===== src/rtl/neurex_sched_pkg.sv =====
// Shared types and constants for the neurex GEMM tile scheduler.
package neurex_sched_pkg;

  localparam int unsigned DIM_W = 16;

  typedef logic [DIM_W-1:0] dim_t;

  typedef enum logic [2:0] {
    IDLE,
    LOAD,
    DRAIN,
    WRITE,
    DONE
  } sched_state_e;

  // Cycles for the last operand to ripple out of a rows x cols systolic array.
  function automatic int unsigned drain_len(input int unsigned rows, input int unsigned cols);
    return rows + cols - 1;
  endfunction

endpackage


===== src/rtl/sched_wrap_cnt.sv =====
// Enable-gated up-counter that wraps to zero after reaching a programmable limit.
module sched_wrap_cnt
  import neurex_sched_pkg::*;
#(
  parameter int unsigned W = 16
) (
  input  logic         clk,
  input  logic         rstn,
  input  logic         clr,
  input  logic         en,
  input  logic [W-1:0] limit,
  output logic [W-1:0] cnt,
  output logic         last
);

  logic [W-1:0] cnt_q, cnt_d;

  assign last = (cnt_q == limit);
  assign cnt  = cnt_q;

  always_comb begin
    cnt_d = cnt_q;
    if (clr) begin
      cnt_d = '0;
    end else if (en) begin
      cnt_d = last ? '0 : cnt_q + W'(1);
    end
  end

  always_ff @(posedge clk or negedge rstn) begin
    if (!rstn) begin
      cnt_q <= '0;
    end else begin
      cnt_q <= cnt_d;
    end
  end

endmodule


===== src/rtl/neurex_tile_sched.sv =====
// GEMM tile scheduler: walks output tiles, streams the common dimension, drains and commits rows.
// Optional build macro NEUREX_SCHED_PERF_EN adds saturating perf_cycles/perf_stalls counters.
module neurex_tile_sched
  import neurex_sched_pkg::*;
#(
  parameter int unsigned SYS_ROW    = 4,
  parameter int unsigned SYS_COL    = 4,
  parameter int unsigned DATA_WIDTH = 16,
  parameter int unsigned ADDR_WIDTH = 16,
  parameter int unsigned ACCUM_SIZE = 32
) (
  input  logic                  clk,
  input  logic                  rstn,
  input  logic                  start,
  input  logic [DATA_WIDTH-1:0] num_in,
  input  logic [DATA_WIDTH-1:0] num_common,
  input  logic [DATA_WIDTH-1:0] num_out,
  input  logic                  stall,
  output logic                  busy,
  output logic                  done,
  output logic                  err,
  output logic                  in_rd_en,
  output logic                  w_rd_en,
  output logic [ADDR_WIDTH-1:0] in_rd_addr,
  output logic [ADDR_WIDTH-1:0] w_rd_addr,
  output logic                  acc_wr_en,
  output logic [ADDR_WIDTH-1:0] acc_addr
`ifdef NEUREX_SCHED_PERF_EN
  ,
  output logic [31:0]           perf_cycles,
  output logic [31:0]           perf_stalls
`endif
);

  localparam int unsigned DRN = drain_len(SYS_ROW, SYS_COL);
  localparam int unsigned PW  = 2 * DATA_WIDTH + 34;

  sched_state_e state_q, state_d;

  logic [DATA_WIDTH-1:0] nc_q, nc_d, mt_q, mt_d, nt_q, nt_d;
  logic                  cfg_err_q, cfg_err_d;

  logic                  busy_q, busy_d, done_q, done_d, err_q, err_d;
  logic                  in_rd_en_q, in_rd_en_d, w_rd_en_q, w_rd_en_d, acc_wr_en_q, acc_wr_en_d;
  logic [ADDR_WIDTH-1:0] in_rd_addr_q, in_rd_addr_d, w_rd_addr_q, w_rd_addr_d;
  logic [ADDR_WIDTH-1:0] acc_addr_q, acc_addr_d;

  logic [DATA_WIDTH:0]   mt_w, nt_w;
  logic [PW-1:0]         rows_w;
  logic                  cfg_bad;
  logic                  accept, load_go;

  logic [DATA_WIDTH-1:0] k_cnt, d_cnt, r_cnt, n_cnt, m_cnt;
  logic                  k_last, d_last, r_last, n_last, m_last;
  logic [ADDR_WIDTH-1:0] tile_idx;

  // Tile counts and accumulator footprint of the requested config, evaluated at start.
  always_comb begin
    mt_w    = ({1'b0, num_in} + (DATA_WIDTH+1)'(SYS_ROW - 1)) / (DATA_WIDTH+1)'(SYS_ROW);
    nt_w    = ({1'b0, num_out} + (DATA_WIDTH+1)'(SYS_COL - 1)) / (DATA_WIDTH+1)'(SYS_COL);
    rows_w  = PW'(mt_w) * PW'(nt_w) * PW'(SYS_ROW);
    cfg_bad = (num_in == '0) || (num_common == '0) || (num_out == '0) ||
              (rows_w > PW'(ACCUM_SIZE));
  end

  assign accept  = (state_q == IDLE) && start;
  assign load_go = (state_q == LOAD) && !stall;

  sched_wrap_cnt #(.W(DATA_WIDTH)) u_k_cnt (
    .clk(clk), .rstn(rstn), .clr(accept), .en(load_go),
    .limit(nc_q - DATA_WIDTH'(1)), .cnt(k_cnt), .last(k_last)
  );

  sched_wrap_cnt #(.W(DATA_WIDTH)) u_d_cnt (
    .clk(clk), .rstn(rstn), .clr(accept), .en(state_q == DRAIN),
    .limit(DATA_WIDTH'(DRN - 1)), .cnt(d_cnt), .last(d_last)
  );

  sched_wrap_cnt #(.W(DATA_WIDTH)) u_r_cnt (
    .clk(clk), .rstn(rstn), .clr(accept), .en(state_q == WRITE),
    .limit(DATA_WIDTH'(SYS_ROW - 1)), .cnt(r_cnt), .last(r_last)
  );

  sched_wrap_cnt #(.W(DATA_WIDTH)) u_n_cnt (
    .clk(clk), .rstn(rstn), .clr(accept), .en((state_q == WRITE) && r_last),
    .limit(nt_q - DATA_WIDTH'(1)), .cnt(n_cnt), .last(n_last)
  );

  sched_wrap_cnt #(.W(DATA_WIDTH)) u_m_cnt (
    .clk(clk), .rstn(rstn), .clr(accept), .en((state_q == WRITE) && r_last && n_last),
    .limit(mt_q - DATA_WIDTH'(1)), .cnt(m_cnt), .last(m_last)
  );

  always_comb begin
    if (state_q == DRAIN) begin
      assert (d_cnt < DATA_WIDTH'(DRN));
    end
  end

  always_comb begin
    state_d   = state_q;
    nc_d      = nc_q;
    mt_d      = mt_q;
    nt_d      = nt_q;
    cfg_err_d = cfg_err_q;
    case (state_q)
      IDLE: begin
        if (start) begin
          nc_d      = num_common;
          mt_d      = mt_w[DATA_WIDTH-1:0];
          nt_d      = nt_w[DATA_WIDTH-1:0];
          cfg_err_d = cfg_bad;
          state_d   = cfg_bad ? DONE : LOAD;
        end
      end
      LOAD:  if (load_go && k_last) state_d = DRAIN;
      DRAIN: if (d_last) state_d = WRITE;
      WRITE: if (r_last) state_d = (m_last && n_last) ? DONE : LOAD;
      DONE:  state_d = IDLE;
      default: state_d = IDLE;
    endcase
  end

  // Outputs are registered from the current state/counters, so they trail the state by one edge.
  always_comb begin
    tile_idx     = ADDR_WIDTH'(m_cnt) * ADDR_WIDTH'(nt_q) + ADDR_WIDTH'(n_cnt);
    busy_d       = (state_q != IDLE);
    done_d       = (state_q == DONE);
    err_d        = (state_q == DONE) && cfg_err_q;
    in_rd_en_d   = load_go;
    w_rd_en_d    = load_go;
    in_rd_addr_d = '0;
    w_rd_addr_d  = '0;
    acc_wr_en_d  = (state_q == WRITE);
    acc_addr_d   = '0;
    if (load_go) begin
      in_rd_addr_d = ADDR_WIDTH'(m_cnt) * ADDR_WIDTH'(nc_q) + ADDR_WIDTH'(k_cnt);
      w_rd_addr_d  = ADDR_WIDTH'(n_cnt) * ADDR_WIDTH'(nc_q) + ADDR_WIDTH'(k_cnt);
    end
    if (state_q == WRITE) begin
      acc_addr_d = tile_idx * ADDR_WIDTH'(SYS_ROW) + ADDR_WIDTH'(r_cnt);
    end
  end

  always_ff @(posedge clk or negedge rstn) begin
    if (!rstn) begin
      state_q      <= IDLE;
      nc_q         <= '0;
      mt_q         <= '0;
      nt_q         <= '0;
      cfg_err_q    <= 1'b0;
      busy_q       <= 1'b0;
      done_q       <= 1'b0;
      err_q        <= 1'b0;
      in_rd_en_q   <= 1'b0;
      w_rd_en_q    <= 1'b0;
      in_rd_addr_q <= '0;
      w_rd_addr_q  <= '0;
      acc_wr_en_q  <= 1'b0;
      acc_addr_q   <= '0;
    end else begin
      state_q      <= state_d;
      nc_q         <= nc_d;
      mt_q         <= mt_d;
      nt_q         <= nt_d;
      cfg_err_q    <= cfg_err_d;
      busy_q       <= busy_d;
      done_q       <= done_d;
      err_q        <= err_d;
      in_rd_en_q   <= in_rd_en_d;
      w_rd_en_q    <= w_rd_en_d;
      in_rd_addr_q <= in_rd_addr_d;
      w_rd_addr_q  <= w_rd_addr_d;
      acc_wr_en_q  <= acc_wr_en_d;
      acc_addr_q   <= acc_addr_d;
    end
  end

  assign busy       = busy_q;
  assign done       = done_q;
  assign err        = err_q;
  assign in_rd_en   = in_rd_en_q;
  assign w_rd_en    = w_rd_en_q;
  assign in_rd_addr = in_rd_addr_q;
  assign w_rd_addr  = w_rd_addr_q;
  assign acc_wr_en  = acc_wr_en_q;
  assign acc_addr   = acc_addr_q;

`ifdef NEUREX_SCHED_PERF_EN
  logic [31:0] perf_cycles_q, perf_cycles_d, perf_stalls_q, perf_stalls_d;

  always_comb begin
    perf_cycles_d = perf_cycles_q;
    perf_stalls_d = perf_stalls_q;
    if (accept) begin
      perf_cycles_d = '0;
      perf_stalls_d = '0;
    end else begin
      if (busy_d && (perf_cycles_q != '1)) perf_cycles_d = perf_cycles_q + 32'd1;
      if ((state_q == LOAD) && stall && (perf_stalls_q != '1)) perf_stalls_d = perf_stalls_q + 32'd1;
    end
  end

  always_ff @(posedge clk or negedge rstn) begin
    if (!rstn) begin
      perf_cycles_q <= '0;
      perf_stalls_q <= '0;
    end else begin
      perf_cycles_q <= perf_cycles_d;
      perf_stalls_q <= perf_stalls_d;
    end
  end

  assign perf_cycles = perf_cycles_q;
  assign perf_stalls = perf_stalls_q;
`endif

endmodule


===== config.mk =====
export PLATFORM = sky130hd
export DESIGN_NAME = neurex_tile_sched
export DESIGN_NICKNAME = d
export VERILOG_FILES = /design/src/rtl/neurex_sched_pkg.sv /design/src/rtl/sched_wrap_cnt.sv /design/src/rtl/neurex_tile_sched.sv
export SDC_FILE = /design/constraint.sdc
export NUM_CORES = 2
export LEC_CHECK = 0
export ABC_AREA = 1
export CORE_ASPECT_RATIO = 2
export CORE_MARGIN = 2
export CORE_UTILIZATION = 38
export DETAILED_ROUTE_END_ITERATION = 10
export PLACE_DENSITY_LB_ADDON = 0.15
export SLEW_MARGIN = 20
export SYNTH_ARGS = -nofsm -noshare
export SYNTH_HDL_FRONTEND = slang
export SYNTH_SLANG_ARGS = --single-unit

===== constraint.sdc =====
create_clock -name clk -period 6.9 [get_ports clk]
set_clock_uncertainty 0.15 [all_clocks]
set_input_delay 0.69 -clock clk [delete_from_list [all_inputs] [get_ports clk]]
set_output_delay 0.69 -clock clk [all_outputs]
set_load 0.01 [all_outputs]

==> flow_summary_export.csv <==
group,metric,value,unit
timing,worst_pin_slew,0.989,ns
logic_synthesis,synth.distinct_cells,54,
logic_synthesis,yosys_warnings,0,
power,p_leak,19.6,nW
timing,setup_viol_count_final,3,
detailed_routing,drc,0,
floorplanning,dieArea,0.0840,mm2
logic_synthesis,ys_seq_elements,183,
clock_tree,cts_tree,"yes",
floorplanning,die_x,206,um
setup_path,end_kind,"register",
setup_path,max_stage_delay,0.66,ns
power,p_seq_frac,0.102,
floorplanning,core_area,0.0811,mm2
floorplanning,die_h,408,um
logic_synthesis,synthFlopType,"dfrtp_1",
final_layout,layout.nets,5159,
logic_synthesis,async_reset_ff_frac,1.00,
global_route,antenna_found_initial,1,
placed_design,port_buffers,105,
detailed_routing,drt-total-wl,104000,um
global_route,grt_pass1_wl,160000,um
power,power,17.2,mW
placed_design,place_hpwl,88500,um
clock_tree,cts_max_path_buffers,2,
final_layout,drive_above_1_share,0.127,
logic_synthesis,synth_edf_count,0,
final_layout,fin_area,0.0366,mm2
final_layout,final_common_cell,"inv_1",
clock_tree,clock_latency,0.51,ns
logic_synthesis,avgSynthCellArea,7.52,um2
clock_tree,cts_inserted_buffers,17,
power,swShare,0.565,
global_route,track_usage,0.258,
global_route,grt_max_degree,76,
floorplanning,boundaryPins,106,
timing,maxSlewViolCount,0,
final_layout,n_antenna_cell,0,
timing,hold_viol,0,
placed_design,dp_slack,-1.63,ns
final_layout,final_cell_mix,"961 x inv_1, 947 x nand2_1, 420 x fa_1",
run_status,failed_checks,"negative setup slack",
setup_path,crit_fanout,4,
timing,relSlewSlack,0.336,
power,cellPowerDensity,471,mW/mm2
power,power_frac_comb,0.831,
global_route,grt-ovfl-total,0,
detailed_routing,drt_iter0_drc,1040,
power,peakVddDrop,0.843,mV
final_layout,fin_util,0.451,
clock_tree,cts-root-buf,"clkbuf_16",
power,p_sw,9.73,mW
setup_path,worstSetupPathType,"in2reg",
detailed_routing,viasPerCell,4.90,
setup_path,cp.arrival,7.62,ns
detailed_routing,first_pass_iters,5,
logic_synthesis,syn-instance-count,4121,
timing,setup_ws,-0.490,ns
placed_design,gp_congestion,0.956,
setup_path,critPathRequiredTime,7.13,ns
timing,max_freq,0.135,GHz
floorplanning,rows,148,
power,p_clk_frac,0.067,
clock_tree,hold_buffers,0,
setup_path,slowest_stage,"fa_2",
clock_tree,clock_sinks,183,
logic_synthesis,syn-num-nets,4859,
timing,period_minus_slack,7.39,ns
clock_tree,cts_max_level,4,
detailed_routing,wl_per_cell,19.0,um
final_layout,fillers,8431,
run,maxCapViolCount,0,
setup_path,cpMostUsedCell,"nor2_4",
setup_path,startpoint_type,"input pin",
global_route,grt_pass1_vias,29100,
final_layout,multi_input_area,0.0226,mm2
run_status,status,"finished with violations",
timing,grt_setup_unrepaired,"yes",
detailed_routing,num_vias,26900,
power,internal_power,7.49,mW
floorplanning,start_util,0.382,
detailed_routing,postRouteAntennaNets,0,
logic_synthesis,netlist_area,0.0310,mm2
final_layout,area_growth,18.0,%
placed_design,dpl_cell_area,0.0354,mm2
timing,fin_crit_sh,1.07,
clock_tree,clkSlewWorstSetupHoldPaths,0.09,ns
logic_synthesis,ys_seq_area_frac,0.148,
setup_path,r2r_slack,0.31,ns
final_layout,seqCellArea,0.00459,mm2
worst_hold_path,hold_class,"in2async",
==> cells in the mapped netlist, drive strengths merged, types with 4 or more instances <==
library cell	instances	area (um2)
o41ai	5	43.8
clkbuf	95	357
fa	424	8490
ha	262	3280
nand2	996	3780
xnor2	90	788
o21ai	121	609
and2	4	25.0
nor2	337	1410
clkinv	6	22.5
nand3b	6	45.0
a21oi	95	475
a21o	5	37.5
or2	18	113
xor2	147	1310
dfrtp	183	4580
buf	50	236
o32ai	6	52.6
nor3	46	255
o21a	4	30.0
nand3	112	578
o21bai	6	45.0
inv	992	3730
o22ai	21	131
nand4	57	363
nor4	19	119
==> state kept, by name (all words and copies together) (netlist names), 3 cells and up <==
name,cells
u_m_cnt.cnt,16
w_rd_addr,16
acc_addr,16
u_k_cnt.cnt,16
in_rd_addr,16
nt_q,15
u_r_cnt.cnt,16
nc_q,16
state_q,3
u_d_cnt.cnt,16
u_n_cnt.cnt,16
mt_q,15
==> final timing paths <==
kind | end | cells past startpoint | from
worst max-delay path | cfg_err_q$_DFFE_PN0P_ | 45 | num_out[1]
worst min-delay path | in_rd_addr[1]$_DFF_PN0_ | 1 | rstn
worst max register to register | acc_addr[15]$_DFF_PN0_ | 26 | u_m_cnt.cnt[5]$_DFFE_PN0P_
worst min register to register | err$_DFF_PN0_ | 1 | state_q[1]$_DFFE_PN0P_
min in group clk | err$_DFF_PN0_ | 1 | state_q[1]$_DFFE_PN0P_
max in group asynchronous | u_m_cnt.cnt[2]$_DFFE_PN0P_ | 2 | rstn
==> final cells by class <==
cell class,count,share of cell area
flip-flops and latches,183,0.125
repair buffers,426,0.0988
well taps,1050,0.0359
multi-input cells,2795,0.619
clock inverters,15,0.00626
clock buffers,17,0.0116
inverters,998,0.103
==> power groups by stage <==
stage	registers [mW]	logic (mW)	clock network [mW]
2_1_floorplan	1.38	8.84	0
3_3_place_gp	1.78	13.1	0
3_5_place_dp	1.79	13.1	0
4_1_cts	1.76	14.1	1.19
5_1_grt	1.78	15.9	1.21
6_report	1.76	14.3	1.15
==> stage by stage <==
stage | hold WS [ns] | std cells | TNS (ns)
3_3_place_gp | 0.357 | 5423 | -4.76
4_1_cts | 0.104 | 5470 | -1.10
3_5_place_dp | 0.356 | 5423 | -4.85
5_1_grt | 0.144 | 5484 | -2.29
2_1_floorplan | 0.244 | 4121 | -0.327
6_report | 0.0945 | 5484 | -1.42
==> worst max-delay path: cells and delay by family <==
| family | cells | cell delay [ns] |
|---|---|---|
| xor gates and xnor gates | 1 | 0.23 |
| adders and majority gates | 7 | 3.47 |
| AOI/OAI and AO/OA | 1 | 0.06 |
| buffers and inverters | 7 | 0.61 |
| and+or+nand+nor | 29 | 2.57 |
==> metal layers <==
layer  global-route usage  wire length, um  vias up
met4                0.227            11300        2
li1                     -                -    12800
met2                0.512            59600      607
met1                0.219            31100    13100
met3               0.0217             2380      369
met5                    0               17        -
==> cells by family after synthesis <==
logic type               synth area share
AND/OR/NAND/NOR                     0.216
buffers and inverters               0.140
adder cells (fa/ha/maj)             0.380
AO/OA/AOI/OAI                      0.0490
XOR/XNOR                           0.0676
flip-flops                          0.148
multiplexers                     0.000323
==> timing repair <==
item | 4_1_cts | 5_1_grt
setup endpoints to repair | 3 | 6
resized for setup | 105 | 52
pin swaps | 40 | 29
setup buffers | 15 | 14
Note: power is estimated with default switching activity, not from simulation.
